**config.mk**
```make
export PLATFORM = sky130hd
export DESIGN_NAME = mem_arbiter_flat
export DESIGN_NICKNAME = d
export VERILOG_FILES = /design/src/rtl/mem_arb_pkg.sv /design/src/rtl/mem_arbiter_if.sv /design/src/rtl/rr_arb2.sv /design/src/rtl/mem_arbiter.sv /design/src/flat_wrapper.sv
export SDC_FILE = /design/constraint.sdc
export NUM_CORES = 1
export LEC_CHECK = 0
export BUFFER_PORTS_ARGS = -buffer_cell sky130_fd_sc_hd__buf_2
export CAP_MARGIN = 20
export CORE_UTILIZATION = 40
export DETAILED_ROUTE_END_ITERATION = 7
export PLACE_DENSITY = 0.78
export SLEW_MARGIN = 20
export SYNTH_ARGS = -nofsm -noshare
export SYNTH_HDL_FRONTEND = slang
export SYNTH_SLANG_ARGS = --single-unit
```
**constraint.sdc**
```tcl
create_clock -name clk -period 1.4 [get_ports clk]
set_clock_uncertainty 0.05 [all_clocks]
set_input_delay 0.14 -clock clk [delete_from_list [all_inputs] [get_ports clk]]
set_output_delay 0.14 -clock clk [all_outputs]
set_load 0.02 [all_outputs]
```
**src/rtl/mem_arb_pkg.sv**
```systemverilog
// Shared types and constants for the I/D cache memory arbiter.
// A block is 8 words of 16 bits, so the beat index fits in 3 bits.
package mem_arb_pkg;
  localparam int WORDS_PER_BLOCK = 8;
  localparam int BEAT_W          = 3;

  typedef enum logic [1:0] {IDLE, FILL, WRITE} state_t;
  typedef enum logic {OWN_I, OWN_D} owner_t;
endpackage

```
**src/rtl/mem_arbiter_if.sv**
```systemverilog
// Bus bundle between the two caches, main memory and the arbiter.
// The slave modport is the arbiter's view; master is the environment's view.
interface mem_arbiter_if #(
  parameter int ADDR_W = 16,
  parameter int DATA_W = 16
);
  logic                         i_req;
  logic [ADDR_W-1:0]            i_addr;
  logic                         d_req;
  logic                         d_wr;
  logic [ADDR_W-1:0]            d_addr;
  logic [DATA_W-1:0]            d_wdata;
  logic                         i_grant;
  logic                         d_grant;
  logic [DATA_W-1:0]            rdata;
  logic                         i_valid;
  logic                         d_valid;
  logic [mem_arb_pkg::BEAT_W-1:0] beat_idx;
  logic                         i_done;
  logic                         d_done;
  logic [ADDR_W-1:0]            mem_addr;
  logic [DATA_W-1:0]            mem_wdata;
  logic                         mem_enable;
  logic                         mem_wr;
  logic [DATA_W-1:0]            mem_rdata;
  logic                         mem_data_valid;

  modport slave (
    input  i_req, i_addr, d_req, d_wr, d_addr, d_wdata, mem_rdata, mem_data_valid,
    output i_grant, d_grant, rdata, i_valid, d_valid, beat_idx, i_done, d_done,
           mem_addr, mem_wdata, mem_enable, mem_wr
  );

  modport master (
    output i_req, i_addr, d_req, d_wr, d_addr, d_wdata, mem_rdata, mem_data_valid,
    input  i_grant, d_grant, rdata, i_valid, d_valid, beat_idx, i_done, d_done,
           mem_addr, mem_wdata, mem_enable, mem_wr
  );
endinterface

```
**src/rtl/rr_arb2.sv**
```systemverilog
// Two-requester round-robin picker: on a conflict the requester that was
// not granted last wins. Output is one-hot {D, I}.
module rr_arb2
  import mem_arb_pkg::*;
(
  input  logic       i_req,
  input  logic       d_req,
  input  owner_t     last_grant,
  output logic [1:0] pick
);

  always_comb begin
    pick = 2'b00;
    if (i_req && d_req)
      pick = (last_grant == OWN_D) ? 2'b01 : 2'b10;
    else
      pick = {d_req, i_req};
  end

endmodule

```
**src/rtl/mem_arbiter.sv**
```systemverilog
// Owns the memory4c port for one cache transaction at a time: an 8-word
// pipelined block fill for either cache, or a single-word D-cache write.
module mem_arbiter
  import mem_arb_pkg::*;
#(
  parameter int ADDR_W = 16,
  parameter int DATA_W = 16
) (
  input  logic          clk,
  input  logic          rst_n,
  mem_arbiter_if.slave  bus
);

  localparam logic [BEAT_W-1:0] LAST_BEAT = BEAT_W'(WORDS_PER_BLOCK - 1);

  state_t              state, state_nx;
  owner_t              owner, last_grant;
  logic [ADDR_W-1:1]   addr_q;
  logic [DATA_W-1:0]   wdata_q;
  logic [BEAT_W-1:0]   issue_cnt, ret_cnt;
  logic                issue_done;
  logic [1:0]          pick;
  logic                accept, in_issue, beat, last_beat;

  rr_arb2 u_rr (
    .i_req      (bus.i_req),
    .d_req      (bus.d_req),
    .last_grant (last_grant),
    .pick       (pick)
  );

  assign accept    = (state == IDLE) && (pick != 2'b00);
  assign in_issue  = (state == FILL) && !issue_done;
  assign beat      = (state == FILL) && bus.mem_data_valid;
  assign last_beat = beat && (ret_cnt == LAST_BEAT);
  assign bus.rdata = bus.mem_rdata;

  always_ff @(posedge clk) begin
    if (!rst_n) state <= IDLE;
    else        state <= state_nx;
  end

  // Issue and return counters run independently: returns trail issues by the memory latency.
  always_ff @(posedge clk) begin
    if (!rst_n) begin
      owner      <= OWN_I;
      last_grant <= OWN_D;
      addr_q     <= '0;
      wdata_q    <= '0;
      issue_cnt  <= '0;
      ret_cnt    <= '0;
      issue_done <= 1'b0;
    end else if (accept) begin
      owner      <= pick[1] ? OWN_D : OWN_I;
      last_grant <= pick[1] ? OWN_D : OWN_I;
      addr_q     <= pick[1] ? bus.d_addr[ADDR_W-1:1] : bus.i_addr[ADDR_W-1:1];
      wdata_q    <= bus.d_wdata;
      issue_cnt  <= '0;
      ret_cnt    <= '0;
      issue_done <= 1'b0;
    end else begin
      if (in_issue) begin
        issue_cnt <= issue_cnt + 1'b1;
        if (issue_cnt == LAST_BEAT) issue_done <= 1'b1;
      end
      if (beat) ret_cnt <= ret_cnt + 1'b1;
    end
  end

  always_comb begin
    state_nx       = state;
    bus.mem_enable = 1'b0;
    bus.mem_wr     = 1'b0;
    bus.mem_addr   = '0;
    bus.mem_wdata  = '0;
    bus.i_valid    = 1'b0;
    bus.d_valid    = 1'b0;
    bus.beat_idx   = '0;
    bus.i_done     = 1'b0;
    bus.d_done     = 1'b0;
    bus.i_grant    = (state != IDLE) && (owner == OWN_I);
    bus.d_grant    = (state != IDLE) && (owner == OWN_D);
    case (state)
      IDLE: begin
        if (accept) state_nx = (pick[1] && bus.d_wr) ? WRITE : FILL;
      end
      FILL: begin
        bus.mem_enable = in_issue;
        if (in_issue) bus.mem_addr = {addr_q[ADDR_W-1:4], issue_cnt, 1'b0};
        bus.i_valid = beat && (owner == OWN_I);
        bus.d_valid = beat && (owner == OWN_D);
        if (beat) bus.beat_idx = ret_cnt;
        bus.i_done = last_beat && (owner == OWN_I);
        bus.d_done = last_beat && (owner == OWN_D);
        if (last_beat) state_nx = IDLE;
      end
      WRITE: begin
        bus.mem_enable = 1'b1;
        bus.mem_wr     = 1'b1;
        bus.mem_addr   = {addr_q, 1'b0};
        bus.mem_wdata  = wdata_q;
        bus.d_done     = 1'b1;
        state_nx       = IDLE;
      end
      default: state_nx = IDLE;
    endcase
  end

endmodule

```
**src/flat_wrapper.sv**
```systemverilog
// flat-port wrapper written by rule: the top's interface ports become plain ports
module mem_arbiter_flat import mem_arb_pkg::*;
#(
  parameter int ADDR_W = 16,
  parameter int DATA_W = 16
)
  (clk, rst_n, bus_i_req, bus_i_addr, bus_d_req, bus_d_wr, bus_d_addr, bus_d_wdata, bus_mem_rdata, bus_mem_data_valid, bus_i_grant, bus_d_grant, bus_rdata, bus_i_valid, bus_d_valid, bus_beat_idx, bus_i_done, bus_d_done, bus_mem_addr, bus_mem_wdata, bus_mem_enable, bus_mem_wr);
  mem_arbiter_if #(.ADDR_W(ADDR_W), .DATA_W(DATA_W)) bus_i ();
  input  logic clk;
  input  logic rst_n;
  input wire logic [$bits(bus_i.i_req)-1:0] bus_i_req;
  input wire logic [$bits(bus_i.i_addr)-1:0] bus_i_addr;
  input wire logic [$bits(bus_i.d_req)-1:0] bus_d_req;
  input wire logic [$bits(bus_i.d_wr)-1:0] bus_d_wr;
  input wire logic [$bits(bus_i.d_addr)-1:0] bus_d_addr;
  input wire logic [$bits(bus_i.d_wdata)-1:0] bus_d_wdata;
  input wire logic [$bits(bus_i.mem_rdata)-1:0] bus_mem_rdata;
  input wire logic [$bits(bus_i.mem_data_valid)-1:0] bus_mem_data_valid;
  output wire logic [$bits(bus_i.i_grant)-1:0] bus_i_grant;
  output wire logic [$bits(bus_i.d_grant)-1:0] bus_d_grant;
  output wire logic [$bits(bus_i.rdata)-1:0] bus_rdata;
  output wire logic [$bits(bus_i.i_valid)-1:0] bus_i_valid;
  output wire logic [$bits(bus_i.d_valid)-1:0] bus_d_valid;
  output wire logic [$bits(bus_i.beat_idx)-1:0] bus_beat_idx;
  output wire logic [$bits(bus_i.i_done)-1:0] bus_i_done;
  output wire logic [$bits(bus_i.d_done)-1:0] bus_d_done;
  output wire logic [$bits(bus_i.mem_addr)-1:0] bus_mem_addr;
  output wire logic [$bits(bus_i.mem_wdata)-1:0] bus_mem_wdata;
  output wire logic [$bits(bus_i.mem_enable)-1:0] bus_mem_enable;
  output wire logic [$bits(bus_i.mem_wr)-1:0] bus_mem_wr;
  assign bus_i.i_req = bus_i_req;
  assign bus_i.i_addr = bus_i_addr;
  assign bus_i.d_req = bus_d_req;
  assign bus_i.d_wr = bus_d_wr;
  assign bus_i.d_addr = bus_d_addr;
  assign bus_i.d_wdata = bus_d_wdata;
  assign bus_i.mem_rdata = bus_mem_rdata;
  assign bus_i.mem_data_valid = bus_mem_data_valid;
  assign bus_i_grant = bus_i.i_grant;
  assign bus_d_grant = bus_i.d_grant;
  assign bus_rdata = bus_i.rdata;
  assign bus_i_valid = bus_i.i_valid;
  assign bus_d_valid = bus_i.d_valid;
  assign bus_beat_idx = bus_i.beat_idx;
  assign bus_i_done = bus_i.i_done;
  assign bus_d_done = bus_i.d_done;
  assign bus_mem_addr = bus_i.mem_addr;
  assign bus_mem_wdata = bus_i.mem_wdata;
  assign bus_mem_enable = bus_i.mem_enable;
  assign bus_mem_wr = bus_i.mem_wr;
  mem_arbiter #(.ADDR_W(ADDR_W), .DATA_W(DATA_W)) u_core (.clk(clk), .rst_n(rst_n), .bus(bus_i));
endmodule
```
==> results.yml <==
drt:
  wl_per_cell_um: 14.0
  wl_um: 6270
  drt.antenna.violating_nets: 0
  wl_met2_um: 3200
  route.top_layer_used: "met4"
  drc: 0
  dr_total_vias: 2245
  route.layer.met1.wl_um: 2680
  drt_first_pass_iters: 4
  post_drt_via_cell_ratio: 5.01
  detailroute.wirelength.met3_um: 341
  drt_first_iter_violations: 93
clock_tree:
  tritoncts_num_sinks: 42
  clock_latency_on_the_worst_skew_pair_ps: 300
  clock_tree.root_cell: "clkbuf_8"
  htree_num_levels: 2
  clkSlewWorstSetupHoldPaths_ps: 90
  numCtsBuffers: 5
  tritoncts: "done"
  clock_path_buffers: 2
critical_path:
  worstSetupStartpointType: "flip-flop"
  critical_path_arrival_ps: 1670
  critical_path.max_fanout: 5
  depth_of_the_worst_register_to_register_path: 7
  cp.required_ps: 1210
  r2r_setup_slack_ps: -80
  critical_path_class: "reg -> out"
  cp-end-kind: "primary output"
finish:
  most-common-layout-cells: "buf_6, buf_2, nand2_1"
  area_growth_syn_to_layout_pct: 58.5
  layout_cell_share_with_drive_strength_beyond_1_pct: 52.1
  layout.nets: 455
  antenna_cells_inserted: 0
  utilization_pct: 67.2
sta:
  grt_setup_unrepaired: "true"
  fin_tns_setup_ps: -14700
  maxClockFrequency_mhz: 536
  finalSetupViolCount: 47
  hold_viol_final: 0
  setup_slack_ps: -464
  timing.final.crit_share_pct: 133
  layout_min_cycle_time_ps: 1860
  final-max-slew-violation-count: 0
place:
  port_buffers: 93
  dp_hpwl_um: 3930
  place_congestion: 0.800
  dp_worst_setup_slack_ps: -233
power_and_ir_drop:
  power.density_cell_area_nw_per_um2: 957
  leakage_nw: 1.57
  power_mw: 3.37
  worst_supply_voltage_drop_on_vdd_v: 0.000746
global_routing:
  gr-usage-all-layers_pct: 20.9
  number_of_global_route_vias_before_repair: 2173
  antenna_found_initial: 0
  first_pass_grt_wire_length_um: 10000
  maximum_number_of_pins_on_one_net_before_global_route_repair: 24
  global_route_total_overflow: 0
outcome:
  run_status: "finished, violations left"
  failed_checks: "negative setup slack"
floorplan:
  design.portCount: 129
  die_h_um: 76.5
  fp.dieW_um: 76.5
  initial_core_utilization_pct: 42.4
  floorplan.core_area_um2: 5240
  placementRows: 26
  dieArea_um2: 5850
worst_hold_path:
  timing.hold.worst_path_depth: 3
  timing.hold.worst.class: "in -> reg"
synthesis:
  synth_warnings: 0
  synth.distinct_cells: 29
  synthCells: 281
  syn-num-nets: 359
  synthesis.area_um2: 2220
  synth_area_per_cell_um2: 7.90
  synth_sequential_area_ratio_pct: 37.9
  yosys_register_bits: 42
job:
  cap_violations: 0
power by group:
group          switching (mW)  leakage (nW)  internal, mW
logic                   0.550          1.18         0.557
clock network           0.466        0.0441         0.351
registers               0.102         0.348          1.34
total                    1.12          1.57          2.25
sequential cells by signal, indices dropped and copies added (netlist names):
| name | count |
|---|---|
| u_core.issue_done | 1 |
| u_core.wdata_q | 16 |
| u_core.ret_cnt | 3 |
| u_core.owner | 1 |
| u_core.last_grant | 1 |
| u_core.issue_cnt | 3 |
| u_core.state | 2 |
| u_core.addr_q | 15 |
per-layer routing:
metal  global-route usage, %  up-vias
met1                    25.6     1042
met2                    36.1       86
met4                    5.19        0
met5                       0        -
li1                        -     1108
met3                    5.51        9
timing repair:
item | in CTS | in global routing
hold buffers | 0 | 0
pin swaps | 10 | 13
gates resized for setup | 121 | 34
setup endpoints to repair | 82 | 83
gates cloned | 1 | 1
setup buffers | 5 | 4
cells in the mapped netlist, drive strengths merged:
cell	n	area, µm²
xor2	1	8.76
nand4	1	6.26
o21ai	17	88.8
and3b	1	8.76
mux2i	3	30.0
and3	5	31.3
dfxtp	42	841
buf	26	178
o21a	3	22.5
a21oi	36	180
ha	8	100
o2bb2ai	1	8.76
a21boi	18	146
and2	29	181
xnor2	1	8.76
nor2	8	30.0
clkbuf	9	35.0
a22oi	5	37.5
nand2	54	203
conb	1	3.75
a21bo	1	10.0
nand3	2	10.0
inv	2	7.51
nor2b	7	43.8
critical path, cell delays in order, from the launching register on:
cell	delay, ps
dfxtp_2	360
inv_4	50
ha_4	150
and3b_1	200
o21a_4	220
buf_6	130
and2_4	130
buf_6	120
stage by stage:
stage               hold slack (ps)  std cells  area (µm²)
floorplan                       224        281        2300
global placement                230        431        2830
detailed placement              230        431        2830
CTS                            17.5        444        3370
global route                   10.8        448        3520
finish                         20.0        448        3520
cell type report:
| cell class | count | area [µm²] |
|---|---|---|
| Fill cell | 423 | 1720 |
| Clock buffer | 5 | 68.8 |
| Clock inverter | 3 | 21.3 |
| Inverter | 2 | 12.5 |
| Sequential cell | 42 | 847 |
| Tap cell | 70 | 87.6 |
| Timing Repair Buffer | 124 | 1060 |
| Multi-Input combinational cell | 202 | 1420 |
worst paths after layout:
kind / startpoint / to
worst max-delay path: u_core.state[1] / bus_mem_addr[10]
worst min-delay path: bus_d_wdata[13] / u_core.wdata_q[13]
worst min register to register: u_core.wdata_q[7] / u_core.wdata_q[7]
worst max register to register: u_core.state[1] / u_core.state[1]
kinds of logic (layout without fill, tap and decap cells):
kind of cell    after synthesis  count (layout)  synth area share [%]
other cells                   1               1                 0.169
flops                        42              42                  37.9
buf+inv                      37             134                  9.92
simple gates                107             107                  23.2
mux                           3               3                  1.35
fa+ha+maj                     8               8                  4.51
xor+xnor                      2               2                 0.789
compound gates               81              81                  22.3
Note: power is estimated with default switching activity, not from simulation.
